[src/rtl/aes_pkg.sv]
// aes_pkg: shared AES types, scheduler enums and the S-box byte function
package aes_pkg;
  typedef logic [7:0] byte_t;
  typedef logic [31:0] word_t;
  typedef logic [127:0] state_t;
  typedef enum logic [1:0] {IDLE, DATA_RUN, KEY_RUN} sched_state_t;
  typedef enum logic {GNT_DATA, GNT_KEY} grant_t;
  localparam int NBYTES = 16;
  function automatic byte_t gmul(byte_t a, byte_t b);
    byte_t p, x;
    p = '0;
    x = a;
    for (int i = 0; i < 8; i++) begin
      p = b[i] ? p ^ x : p;
      x = {x[6:0], 1'b0} ^ (x[7] ? 8'h1b : 8'h00);
    end
    return p;
  endfunction
  // multiplicative inverse as a^254 (0 maps to 0), then the AES affine map
  function automatic byte_t sbox(byte_t a);
    byte_t s, r;
    s = a;
    r = 8'h01;
    for (int i = 0; i < 7; i++) begin
      s = gmul(s, s);
      r = gmul(r, s);
    end
    return r ^ {r[6:0], r[7]} ^ {r[5:0], r[7:6]} ^ {r[4:0], r[7:5]} ^ {r[3:0], r[7:4]} ^ 8'h63;
  endfunction
endpackage

[src/rtl/sbox_share_sched_lane_bank.sv]
// sbox_lane_bank: LANES parallel combinational S-boxes
// Ports: bytes_raw - LANES input bytes, bytes_sub - substituted bytes at the same positions
module sbox_lane_bank #(
  parameter int LANES = 4
) (
  input  logic [LANES*8-1:0] bytes_raw,
  output logic [LANES*8-1:0] bytes_sub
);
  import aes_pkg::*;
  for (genvar i = 0; i < LANES; i++) begin : g_lane
    assign bytes_sub[i*8 +: 8] = sbox(bytes_raw[i*8 +: 8]);
  end
endmodule

[src/rtl/sbox_share_sched.sv]
// sbox_share_sched: column-serial SubBytes engine shared between a data and a key requester
// Ports: clk, reset (sync, active high); d_valid/d_ready/d_in request and d_out_valid/d_out_ready/d_out
// result for 128-bit states; k_valid/k_ready/k_in and k_out_valid/k_out_ready/k_out for 32-bit words.
// Macro SBS_CONTENTION_CNT_EN adds contention_cnt[15:0], a saturating count of cycles a requester was
// held off by the other one.
module sbox_share_sched #(
  parameter int LANES = 4
) (
  input  logic         clk,
  input  logic         reset,
  input  logic         d_valid,
  output logic         d_ready,
  input  logic [127:0] d_in,
  output logic         d_out_valid,
  input  logic         d_out_ready,
  output logic [127:0] d_out,
  input  logic         k_valid,
  output logic         k_ready,
  input  logic [31:0]  k_in,
  output logic         k_out_valid,
  input  logic         k_out_ready,
  output logic [31:0]  k_out
`ifdef SBS_CONTENTION_CNT_EN
  ,
  output logic [15:0]  contention_cnt
`endif
);
  import aes_pkg::*;
  localparam int NPASS = NBYTES / LANES;
  localparam int W = LANES * 8;
  sched_state_t state, state_nx;
  grant_t last_grant;
  state_t work;
  logic [1:0] pass;
  logic [W-1:0] bank_out;
  logic de, ke, gd, gk, last_pass;
  assign de = d_valid && !d_out_valid;
  assign ke = k_valid && !k_out_valid;
  assign gd = state == IDLE && de && (!ke || last_grant == GNT_KEY);
  assign gk = state == IDLE && ke && !gd;
  assign d_ready = !reset && state == IDLE && !d_out_valid && !gk;
  assign k_ready = !reset && state == IDLE && !k_out_valid && !gd;
  assign last_pass = pass == 2'(NPASS - 1);
  // the working register shifts left one lane group per pass, so the bank always reads its top bytes;
  // a key word is parked in the top 32 bits and the spare lanes just see zeros
  sbox_lane_bank #(.LANES(LANES)) u_bank (
    .bytes_raw(work[127 -: W]),
    .bytes_sub(bank_out)
  );
  always_comb
    state_nx = gd ? DATA_RUN : gk ? KEY_RUN : (state == DATA_RUN && !last_pass) ? DATA_RUN : IDLE;
  always_ff @(posedge clk)
    if (reset) begin
      state <= IDLE;
      last_grant <= GNT_KEY;
      work <= '0;
      pass <= '0;
      d_out <= '0;
      d_out_valid <= 1'b0;
      k_out <= '0;
      k_out_valid <= 1'b0;
    end else begin
      state <= state_nx;
      last_grant <= (state == IDLE && de && ke) ? (gd ? GNT_DATA : GNT_KEY) : last_grant;
      work <= gd ? d_in : gk ? {k_in, 96'h0} : state_t'(work << W);
      pass <= (state == DATA_RUN && !last_pass) ? pass + 2'd1 : 2'd0;
      d_out <= state == DATA_RUN ? state_t'(d_out << W) | state_t'(bank_out) : d_out;
      d_out_valid <= (state == DATA_RUN && last_pass) || (d_out_valid && !d_out_ready);
      k_out <= state == KEY_RUN ? bank_out[W-1 -: 32] : k_out;
      k_out_valid <= state == KEY_RUN || (k_out_valid && !k_out_ready);
    end
`ifdef SBS_CONTENTION_CNT_EN
  logic blocked;
  assign blocked = (de && (state == KEY_RUN || gk)) || (ke && (state == DATA_RUN || gd));
  always_ff @(posedge clk)
    contention_cnt <= reset ? 16'd0 : (blocked && contention_cnt != 16'hFFFF) ? contention_cnt + 16'd1 : contention_cnt;
`endif
endmodule

[config.mk]
export PLATFORM = sky130hd
export DESIGN_NAME = sbox_share_sched
export DESIGN_NICKNAME = d
export VERILOG_FILES = /design/src/rtl/aes_pkg.sv /design/src/rtl/sbox_share_sched_lane_bank.sv /design/src/rtl/sbox_share_sched.sv
export SDC_FILE = /design/constraint.sdc
export NUM_CORES = 2
export LEC_CHECK = 0
export BUFFER_PORTS_ARGS = -buffer_cell sky130_fd_sc_hd__buf_2
export CAP_MARGIN = 20
export CORE_ASPECT_RATIO = 0.9
export CORE_UTILIZATION = 30
export CTS_CLUSTER_DIAMETER = 60
export DETAILED_ROUTE_END_ITERATION = 8
export HOLD_SLACK_MARGIN = 0.12
export PLACE_DENSITY = 0.51
export SKIP_CTS_REPAIR_TIMING = 1
export SLEW_MARGIN = 0
export SYNTH_ARGS = -nofsm -noshare
export SYNTH_HDL_FRONTEND = slang
export SYNTH_SLANG_ARGS = --single-unit
export TNS_END_PERCENT = 50
[constraint.sdc]
create_clock -name clk -period 15.45 [get_ports clk]
set_input_delay 3.09 -clock clk [delete_from_list [all_inputs] [get_ports clk]]
set_output_delay 3.09 -clock clk [all_outputs]
set_load 0.02 [all_outputs]
==> Implementation_results.wiki <==
{| class="wikitable"
! Metric !! Value
|-
| Final-layout setup total negative slack || 0 ps
|-
| Most frequently used cell type in the post-synthesis netlist || sky130_fd_sc_hd__xnor2_1
|-
| Top cell type's share of synthesized area || 0.193
|-
| Residual DRC count || 0
|-
| Area of the core || 238000 µm²
|-
| Area added between synthesis and finish || 15.2%
|-
| Grt total ovfl || 0
|-
| Gp weighted congestion || 0.904
|-
| Pin count of the biggest net entering global routing || 105
|-
| Final cell count without fillers || 13.0k
|-
| Clk Tree Root Cell || sky130_fd_sc_hd__clkbuf_16
|-
| Largest buffer count on any clock path || 3
|-
| Start point of the worst min-delay path || pass[0]
|-
| Arrival time at the worst endpoint || 15270 ps
|-
| Proportion of synthesized flip-flops having asynchronous set or reset || 0
|-
| FF-to-FF path depth || 60
|-
| Final HPWL from detailed placement || 181000 µm
|-
| Antenna-violating nets left || 0
|-
| # placed instances || 12.8k
|-
| Max-cap viol count || 0
|-
| Critical path fanouts, max || 15
|-
| Overall routed net length || 243000 µm
|-
| Die W || 518 µm
|-
| Syn Nets || 9603
|-
| Final Cycle Share || 0.958
|-
| Worst hold slack after final layout || 437 ps
|-
| Worst path depth || 60
|-
| Clock-pin slew on the worst setup and hold paths || 60 ps
|-
| Final net count || 9990
|-
| RSZ-0062 raised after global routing || yes
|-
| Crit path launch type || flop
|-
| Final-report hold violation count || 0
|-
| Critical Path Start || work[106]
|-
| Final critical delay including setup and external delays || 14810 ps
|-
| Main area contributors after synthesis || sky130_fd_sc_hd__xnor2_1 19%, sky130_fd_sc_hd__dfxtp_1 8.2%, sky130_fd_sc_hd__xnor3_1 7.5%
|-
| Hold/Removal Path Class || flop to flop
|-
| Max stage delay cell, worst path || sky130_fd_sc_hd__or4_1
|-
| Cells after Synth || 9408
|-
| Initial antenna violation count || 6
|-
| Port Buf Inserts || 329
|-
| Fill cell instance count of the final layout || 25.0k
|-
| Post-Syn Area per Cell || 7.64 µm²
|-
| Top cell family by delay on the critical path || XOR/XNOR gates
|-
| Area leader, netlist || sky130_fd_sc_hd__xnor2_1
|-
| Flip-flop cell with the highest count after synthesis || sky130_fd_sc_hd__dfxtp_1
|-
| Fin Clk Skew || 47.2 ps
|-
| Outcome || finished, final reports clean
|-
| Count of different cell masters after synthesis || 159
|-
| Starting DRC count in detailed routing || 5730
|-
| Fraction of the yosys area taken by sequential cells || 0.0822
|-
| Number of global-route vias before repair || 65.8k
|-
| Delay contributed by the slowest stage of the critical path || 530 ps
|-
| Required @ worst endpoint || 15920 ps
|-
| Row Count || 170
|-
| Number of synthesized register bits || 295
|-
| Finished Cell Area || 82800 µm²
|-
| Starting density of the core || 0.302
|-
| H-tree depth reported by CTS || 2
|-
| WS Path Type || flop to flop
|-
| Count of buffering cells on the critical path with inverters included || 6
|-
| Highest attainable clock frequency || 67.5 MHz
|-
| Pre-antenna DRT Iters || 8
|-
| Final setup violation count || 0
|-
| TritonCTS clock tree || yes
|-
| Remaining max-slew budget at the tightest pin || 0.262
|-
| EDFF count, synth || 0
|-
| Clock network latency to the later pin of the worst-skew pair || 640 ps
|-
| Critical register-to-register path startpoint || work[106]
|-
| Count of vias placed by the detailed router || 68.9k
|-
| Cell repeated most along the worst path || sky130_fd_sc_hd__xnor2_1
|-
| Worst Tran Pin Value || 1100 ps
|-
| Total GRT Usage || 0.191
|-
| I/O pin total || 330
|-
| Clk sinks || 295
|-
| Category of the worst setup path capture point || flop
|-
| Final Max Slew Viols || 0
|-
| Cell area after synthesis || 71900 µm²
|-
| Via density per instance || 5.29
|-
| Routed length per instance || 18.7 µm
|-
| Share of layout cells above drive strength 1 || 0.195
|-
| Post-DP Area || 78200 µm²
|-
| Wire length of the first global-routing pass || 380000 µm
|-
| Count of yosys warnings during synthesis || 0
|-
| Worst hold path stage count || 1
|-
| Total CTS buffers || 37
|-
| Overall die area || 242000 µm²
|-
| Die Ht || 466 µm
|-
| Commonest cells in the synthesized netlist || 1587 x sky130_fd_sc_hd__xnor2_1, 1194 x sky130_fd_sc_hd__nor2_1, 1193 x sky130_fd_sc_hd__nand2_1
|}
## sequential cells by signal (all words and copies together) (netlist names)
register,flops
d_out,128
work,128
k_out,32
pass,2
state,2
d_out_valid,1
k_out_valid,1
last_grant,1
## final timing paths
path	slack (ps)	endpoint
hold reg to reg	440	pass[0]
hold / removal	440	pass[0]
setup reg to reg	640	k_out[11]
setup / recovery	640	k_out[11]
## through the flow
stage,util,setup WS [ps]
finish,0.348,644
CTS,0.334,-652
detailed placement,0.328,-594
global placement,0.328,-291
floorplan,-,346
global route,0.348,-121
## cells in the final DEF (no fill, tap or decap), types with 79 or more instances in the layout
cell type	count
sky130_fd_sc_hd__nand2_1	1191
sky130_fd_sc_hd__nor3_1	221
sky130_fd_sc_hd__a211oi_1	117
sky130_fd_sc_hd__xnor3_1	218
sky130_fd_sc_hd__buf_2	329
sky130_fd_sc_hd__a22oi_1	79
sky130_fd_sc_hd__nand3_1	226
sky130_fd_sc_hd__mux2i_1	227
sky130_fd_sc_hd__xor2_1	410
sky130_fd_sc_hd__a21oi_1	576
sky130_fd_sc_hd__nor2_1	1186
sky130_fd_sc_hd__buf_4	674
sky130_fd_sc_hd__o22ai_1	107
sky130_fd_sc_hd__xnor2_1	1431
sky130_fd_sc_hd__dfxtp_1	289
sky130_fd_sc_hd__o21ai_0	346
sky130_fd_sc_hd__xnor2_2	244
sky130_fd_sc_hd__o211ai_1	83
## routing by layer
metal  wire length [µm]  global-route usage  vias up
li1                   -                   -    33400
met1             110000               0.260    33300
met2             114000               0.317     2020
met3              11300              0.0120      285
met4               7600              0.0661        0
met5                  0                   0        -
## cell type report
class,instances,area [µm²],area share
flip-flops and latches,295,5910,0.0714
well taps,3182,3980,0.0481
inverters,112,424,0.00512
multi-input cells,8323,64200,0.775
clock buffers,48,1010,0.0122
repair buffers,1026,7060,0.0853
clock inverters,18,215,0.00260
diodes,25,62.6,0.000755
## kinds of logic (layout without fill, tap and decap cells)
logic type      Yosys count  count (layout)  share of synthesized area
simple gates           3369            3369                      0.207
xor+xnor               2583            2584                      0.412
compound gates         2049            2049                      0.190
buf+inv                 791            1204                     0.0608
flops                   295             295                     0.0822
mux                     290             290                     0.0431
fa+ha+maj                31              31                    0.00533
other cells               0              25                          0
Power is not shown: default switching activity piles up to over one toggle a cycle in this logic, so the estimate is an artifact.
